<file path="src/rtl/ahb_bus_arbiter.sv">
// Two-master AHB-Lite arbiter and master-side mux for the 3DES subsystem.
// Address-phase and data-phase ownership are tracked separately.
module ahb_bus_arbiter #(
  parameter int ROUND_ROBIN = 1,
  parameter int PARK_MASTER = 0,
  parameter int MAX_TENURE  = 16
) (
  input  logic        HCLK,
  input  logic        HRESET,
  input  logic        HREADY,
  input  logic        HBUSREQ_M0,
  input  logic        HBUSREQ_M1,
  input  logic        HLOCK_M0,
  input  logic        HLOCK_M1,
  input  logic [1:0]  HTRANS_M0,
  input  logic [1:0]  HTRANS_M1,
  input  logic [31:0] HADDR_M0,
  input  logic [31:0] HADDR_M1,
  input  logic        HWRITE_M0,
  input  logic        HWRITE_M1,
  input  logic [2:0]  HSIZE_M0,
  input  logic [2:0]  HSIZE_M1,
  input  logic [2:0]  HBURST_M0,
  input  logic [2:0]  HBURST_M1,
  input  logic [3:0]  HPROT_M0,
  input  logic [3:0]  HPROT_M1,
  input  logic [63:0] HWDATA_M0,
  input  logic [63:0] HWDATA_M1,
  output logic        HGRANT_M0,
  output logic        HGRANT_M1,
  output logic        HMASTER,
  output logic        HMASTLOCK,
  output logic [1:0]  HTRANS,
  output logic [31:0] HADDR,
  output logic        HWRITE,
  output logic [2:0]  HSIZE,
  output logic [2:0]  HBURST,
  output logic [3:0]  HPROT,
  output logic [63:0] HWDATA
);

  typedef enum logic {
    OWN_M0 = 1'b0,
    OWN_M1 = 1'b1
  } owner_e;

  localparam logic [1:0] TR_BUSY    = 2'b01;
  localparam logic [1:0] TR_SEQ     = 2'b11;
  localparam logic [2:0] BURST_INCR = 3'b001;
  localparam logic [7:0] TEN_MAX    = 8'(MAX_TENURE);
  localparam owner_e     PARK       = owner_e'(PARK_MASTER != 0);
  localparam logic       RR         = (ROUND_ROBIN != 0);

  owner_e     addr_owner_q, addr_owner_d;
  owner_e     data_owner_q, data_owner_d;
  logic [7:0] tenure_q, tenure_d;

  owner_e     next_owner;
  owner_e     other_owner;
  logic       own_lock;
  logic       own_req;
  logic       oth_req;
  logic [1:0] own_trans;
  logic [2:0] own_burst;
  logic       in_burst;
  logic       tenure_left;

  // Address-phase mux follows addr_owner
  always_comb begin
    HTRANS    = HTRANS_M0;
    HADDR     = HADDR_M0;
    HWRITE    = HWRITE_M0;
    HSIZE     = HSIZE_M0;
    HBURST    = HBURST_M0;
    HPROT     = HPROT_M0;
    HMASTLOCK = HLOCK_M0;
    own_req   = HBUSREQ_M0;
    oth_req   = HBUSREQ_M1;
    if (addr_owner_q == OWN_M1) begin
      HTRANS    = HTRANS_M1;
      HADDR     = HADDR_M1;
      HWRITE    = HWRITE_M1;
      HSIZE     = HSIZE_M1;
      HBURST    = HBURST_M1;
      HPROT     = HPROT_M1;
      HMASTLOCK = HLOCK_M1;
      own_req   = HBUSREQ_M1;
      oth_req   = HBUSREQ_M0;
    end
  end

  // Write data follows the data-phase owner, which lags by one beat
  always_comb begin
    HWDATA = HWDATA_M0;
    if (data_owner_q == OWN_M1) begin
      HWDATA = HWDATA_M1;
    end
  end

  assign HGRANT_M0   = (addr_owner_q == OWN_M0);
  assign HGRANT_M1   = (addr_owner_q == OWN_M1);
  assign HMASTER     = addr_owner_q;
  assign other_owner = (addr_owner_q == OWN_M0) ? OWN_M1 : OWN_M0;

  assign own_lock    = HMASTLOCK;
  assign own_trans   = HTRANS;
  assign own_burst   = HBURST;
  assign in_burst    = (own_trans == TR_BUSY) ||
                       (own_trans == TR_SEQ);
  assign tenure_left = (tenure_q < TEN_MAX);

  always_comb begin
    next_owner = PARK;
    if (own_lock) begin
      next_owner = addr_owner_q;
    end else if (in_burst && own_burst != BURST_INCR) begin
      next_owner = addr_owner_q;
    end else if (in_burst && tenure_left) begin
      next_owner = addr_owner_q;
    end else if (RR) begin
      if (oth_req) begin
        next_owner = other_owner;
      end else if (own_req) begin
        next_owner = addr_owner_q;
      end else begin
        next_owner = PARK;
      end
    end else begin
      if (HBUSREQ_M0) begin
        next_owner = OWN_M0;
      end else if (HBUSREQ_M1) begin
        next_owner = OWN_M1;
      end else begin
        next_owner = PARK;
      end
    end
  end

  // Wait states freeze every register, including ERROR first cycle
  always_comb begin
    addr_owner_d = addr_owner_q;
    data_owner_d = data_owner_q;
    tenure_d     = tenure_q;
    if (HREADY) begin
      data_owner_d = addr_owner_q;
      addr_owner_d = next_owner;
      if (next_owner != addr_owner_q) begin
        tenure_d = 8'd0;
      end else if (own_trans[1] && tenure_left) begin
        tenure_d = tenure_q + 8'd1;
      end
    end
  end

  always_ff @(posedge HCLK) begin
    if (HRESET) begin
      addr_owner_q <= PARK;
      data_owner_q <= PARK;
      tenure_q     <= 8'd0;
    end else begin
      addr_owner_q <= addr_owner_d;
      data_owner_q <= data_owner_d;
      tenure_q     <= tenure_d;
    end
  end

endmodule

</file>
<file path="config.mk">
export PLATFORM = sky130hd
export DESIGN_NAME = ahb_bus_arbiter
export DESIGN_NICKNAME = d
export VERILOG_FILES = /design/src/rtl/ahb_bus_arbiter.sv
export SDC_FILE = /design/constraint.sdc
export NUM_CORES = 1
export LEC_CHECK = 0
export CAP_MARGIN = 25
export CORE_AREA = 2 2 131 133
export DETAILED_ROUTE_END_ITERATION = 8
export DIE_AREA = 0 0 133 135
export PLACE_DENSITY = 0.48
export SLEW_MARGIN = 20
export SYNTH_ARGS = -nofsm -noshare
export SYNTH_HDL_FRONTEND = slang
export SYNTH_SLANG_ARGS = --single-unit
export TNS_END_PERCENT = 100
</file>
<file path="constraint.sdc">
create_clock -name HCLK -period 3.08 [get_ports HCLK]
set_input_delay 0.616 -clock HCLK [delete_from_list [all_inputs] [get_ports HCLK]]
set_output_delay 0.616 -clock HCLK [all_outputs]
set_load 0.01 [all_outputs]
</file>
# --- After elaboration in Yosys (flattened, before gate mapping) ---
# Index checks and enable logic that the tools add are counted.
totals:
  inputBits: 225
  memories: 0
  mem_bits_ro: 0
  wordCells: 34
  ram_bits: 0
  latchBits: 0
  reg_bits: 10
  output_inout_bits: 113
op_classes:
  shift: 0
  reduce_logical: 6
  n_lt_le_gt_ge: 1
  muxes: 18
  eq_ne: 4
  mul: 0
  bitwise: 1
  addsub: 1
  div_mod_pow: 0
op_table:
  columns: ["op", "count"]
  rows:
  - ["$mux 64", 1]
  - ["$mux 32", 1]
  - ["$mux 8", 2]
  - ["$mux 1", 10]
  - ["$add 8x1->8 const B", 1]
  - ["$lt 8x5->1 const B", 1]
  - ["$mux 3", 2]
  - ["$mux 4", 1]
  - ["$logic_and 1x1->1", 3]
  - ["$ne 3x1->1 const B", 1]
  - ["$eq 2x1->1 const B", 1]
  - ["$eq 2x2->1 const B", 1]
  - ["$mux 2", 1]
  - ["$reduce_and 2->1", 1]
  - ["$reduce_bool 2->1", 1]
  - ["$logic_or 1x1->1", 1]
  - ["$ne 1x1->1", 1]
  - ["$not 1->1", 1]

# --- Depth between registers and ports, before layout ---
# Gate-level depths: netlist of run 1.
depth:
  word_depth: 10
  depth_mapped: 5
  ltp_nobuf: 4

# --- Worst setup path after synthesis of run 1 ---
# Ideal clock, no wire load.
synth_path:
  kind: "register to output"
  startpoint: "register addr_owner_q (netlist: HGRANT_M1)"
  endpoint: "output HADDR[10]"
  required_time_ns: 2.464
  path_buffers: 3
  setup_slack_ns: 0.880
  path_stages_with_launch: 5
  arrival_ns: 1.584
  cell_sequence: "dfxtp_1 -> buf_6 -> clkbuf_1 -> clkbuf_1 -> mux2_2"
synth_via:
  elab_chain_len: 1
synth_lines:
  columns: ["item", "line_no", "source"]
  rows:
  - ["from (decl)", "54", "owner_e addr_owner_q, addr_owner_d;"]
  - ["from (signal assigned)", "161", "addr_owner_q <= addr_owner_d;"]
  - ["$mux 32", "79", "if (addr_owner_q == OWN_M1) begin"]
  - ["to (decl)", "34", "output logic [31:0] HADDR,"]
# Every way passes these cells.

# --- Worst setup path in the final report of run 1 ---
layout_path:
  startpoint: "register addr_owner_q (netlist: HGRANT_M1)"
  endpoint: "output HADDR[6]"
# Same word-level chain as after synthesis.

==> flow_summary.toml, run 1 <==
[status]
status = "finished clean"

[final_layout]
layout.cells.most_common_list = "sky130_fd_sc_hd__clkdlybuf4s50_1, sky130_fd_sc_hd__mux2_2, sky130_fd_sc_hd__dfxtp_1"
area_delta_synth_final_pct = 211.9
diodes = 0
layout_commonest_cell = "sky130_fd_sc_hd__clkdlybuf4s50_1"
fill_cells = 1638
fin_nets = 728
final_layout_size_suffix_gt1_share_pct = 23.95

[critical_path]
reg2reg_depth = 4
worst-endpoint-arrival_ps = 2050
reg2reg_setup_slack_ps = 980
r2r-end = "tenure_q[6]"
critical_path_capture_point_type = "output pin"
required_ps = 2460
rr_startpoint = "HGRANT_M1"
worst-setup-path-type = "reg2out"
critical_path_peak_fanout = 34
cp-start-kind = "flip-flop"
timing.critical_path.from = "HGRANT_M1"

[yosys]
synth_edf_count = 0
synthArstFlopShare_pct = 0
synth_top_area_share_pct = 70.31
syn_area_per_cell_um2 = 10.24
synthesis.yosys.warnings = 0
postSynthNetCount = 398
synth_cell_types = 28
post-synth-top-area-cell = "sky130_fd_sc_hd__mux2_2"
syn_inst = 172
synth_seq_area_share_pct = 11.36
ys_dominant_reg_cell = "sky130_fd_sc_hd__dfxtp_1"
netlist_top_cells_area = "sky130_fd_sc_hd__mux2_2, sky130_fd_sc_hd__dfxtp_1, sky130_fd_sc_hd__clkbuf_1, sky130_fd_sc_hd__nor3_1, sky130_fd_sc_hd__nor3b_1"
synth_area_um2 = 1762
postSynthRegisterBits = 10

[placement]
gpl.final_weighted_congestion = 0.8066
io_buffers = 337
place_ws_ps = 489.4
post-dp-hpwl_mm = 11.39

[clocking]
number_of_clock_buffers_inserted_by_tritoncts = 3
tritoncts = "done"
htreeDepth = 1
cts.reportedPaths.clkPinSlew_ps = 40
hold_buffers = 0
clock_tree.root_cell = "sky130_fd_sc_hd__clkbuf_16"
post_cts.resized_instances = 0
clock_insertion_delay_worst_skew_ps = 230
ctsLongestPathBuffers = 2
clock_sink_count = 10
cts_setup_buffers = 0

[global_route]
first_global_vias = 2888
grt_first_pass_wirelength_mm = 17.68
antenna_found_initial = 0
largest_net_degree_at_the_start_of_global_routing = 35
overflow = 0
grt.total_usage_pct = 12.99

[die]
design.portCount = 338
row_count = 47
coreArea_um2 = 16410
die_area_um2 = 17960
die_w_um = 133
dieHeight_um = 135
initial_utilization_pct = 10.74

[power_and_ir_drop]
powerDensity_nw_per_um2 = 186.7
vdd.ir_drop.worst_mv = 0.2184
static_leakage_uw = 0.001951
design_power_total_uw = 1026

[timing]
max_transition_viols_final = 0
final.hold.worst_slack_ps = 496.2
setup-tns-final_ps = 0
skew_final_ps = 2.399
timing_hold_violations_final = 0
max_freq_mhz = 375.5
rsz0062_at_grt = "no"
worst_slew_slack_as_a_fraction_of_its_limit_pct = 65.46
setup_viol = 0
min_period_over_period_pct = 86.47
worst_slack_ps = 416.6
fin_crit_ps = 2663
worstMarginPinSlew_ps = 518.1

[route]
route.antenna.remaining_nets = 0
vias = 2665
first_pass_iters = 4
wirelength_mm = 12.66
drt-initial-drc-count = 79
remaining_drc_errors = 0
vias_per_cell = 3.696
drt-wirelength-per-cell_um = 17.56

[worst_hold_path]
hp-class = "reg2reg"
worst_hold_path.endpoint = "tenure_q[5]"
hold-path-cell-count = 1
hold_path_startpoint = "tenure_q[5]"

[flow_run]
maxCapViolations = 0
[cell type report]
class                      instances  area (um2)  area share (%)
multi-input combinational        143        1479           26.92
timing repair buffer             340        3433           62.49
inverter                           4       15.01          0.2733
sequential                        10       202.7           3.689
clock buffer                       4       88.84           1.617
tap                              220       275.3           5.010
[worst max-delay path, stage by stage (launching register included)]
cell,delay (ps)
sky130_fd_sc_hd__dfxtp_2,650
sky130_fd_sc_hd__buf_12,280
sky130_fd_sc_hd__mux2_2,370
sky130_fd_sc_hd__clkdlybuf4s50_1,510
[through the flow]
step           utilization, %  cell area [um2]  cells
2_1_floorplan               -             1762    172
3_5_place_dp            32.94             5405    717
6_report                33.49             5494    721
3_3_place_gp            32.94             5405    717
4_1_cts                 33.49             5494    721
5_1_grt                 33.49             5494    721
[registers in the layout, indices dropped and copies added (netlist names)]
register and flops:
data_owner_q 1, HGRANT_M1 1, tenure_q 8
[worst max path at each step]
stage,end,slack (ps),depth (start not counted)
3_3_place_gp,tenure_q[1],520,5
3_5_place_dp,tenure_q[0],490,5
2_1_floorplan,HADDR[10],880,4
6_report,HADDR[6],420,3
5_1_grt,HADDR[6],310,3
4_1_cts,HADDR[6],380,3
[synth_stat cells (2+ instances only)]
cell and count:
sky130_fd_sc_hd__dfxtp_1 10, sky130_fd_sc_hd__nor3_1 5, sky130_fd_sc_hd__mux2i_1 2, sky130_fd_sc_hd__xor2_1 2, sky130_fd_sc_hd__o21ai_0 2, sky130_fd_sc_hd__o211ai_1 2, sky130_fd_sc_hd__nand4_1 2, sky130_fd_sc_hd__clkbuf_1 12
sky130_fd_sc_hd__inv_1 4, sky130_fd_sc_hd__and3_1 2, sky130_fd_sc_hd__nor3b_1 3, sky130_fd_sc_hd__mux2_2 110
[metal layers]
layer	vias to the layer above	track usage [%]	wire length [um]
met4	0	2.270	187
met2	134	24.70	6928
met3	10	2.965	801
met1	1208	14.94	4746
li1	1313	-	-
met5	-	0	0
[power breakdown]
part,switching (uW),internal (uW),total (uW)
clock network,56.7,195,252
registers,4.61,132,137
logic,174,463,637
total,235,791,1030
[cell families after synthesis]
| family | count (synthesis) | share of synthesized area (%) |
|---|---|---|
| AO/OA/AOI/OAI | 8 | 3.267 |
| XOR/XNOR | 3 | 1.492 |
| adder cells (fa/ha/maj) | 1 | 0.7101 |
| buffers and inverters | 19 | 4.687 |
| flip-flops | 10 | 11.36 |
| multiplexers | 112 | 71.45 |
| AND/OR/NAND/NOR | 19 | 7.031 |
Power figures use the tool's default switching activity.
==> run 2, diff against run 1 <==
--- a/config.mk
+++ b/config.mk
@@ -7,6 +7,7 @@
 export LEC_CHECK = 0
 export CAP_MARGIN = 25
 export CORE_AREA = 2 2 131 133
+export CTS_CLUSTER_SIZE = 20
 export DETAILED_ROUTE_END_ITERATION = 8
 export DIE_AREA = 0 0 133 135
 export PLACE_DENSITY = 0.48
==> results of run 2 <==
Same layout as run 1: the final DEF is identical, and so are final timing and power.
==> run 3, diff against run 2 <==
--- a/config.mk
+++ b/config.mk
@@ -5,6 +5,7 @@
 export SDC_FILE = /design/constraint.sdc
 export NUM_CORES = 1
 export LEC_CHECK = 0
+export ABC_CLOCK_PERIOD_IN_PS = 3080
 export CAP_MARGIN = 25
 export CORE_AREA = 2 2 131 133
 export CTS_CLUSTER_SIZE = 20
==> results of run 3 <==
Same layout as run 1: the final DEF is identical, and so are final timing and power.
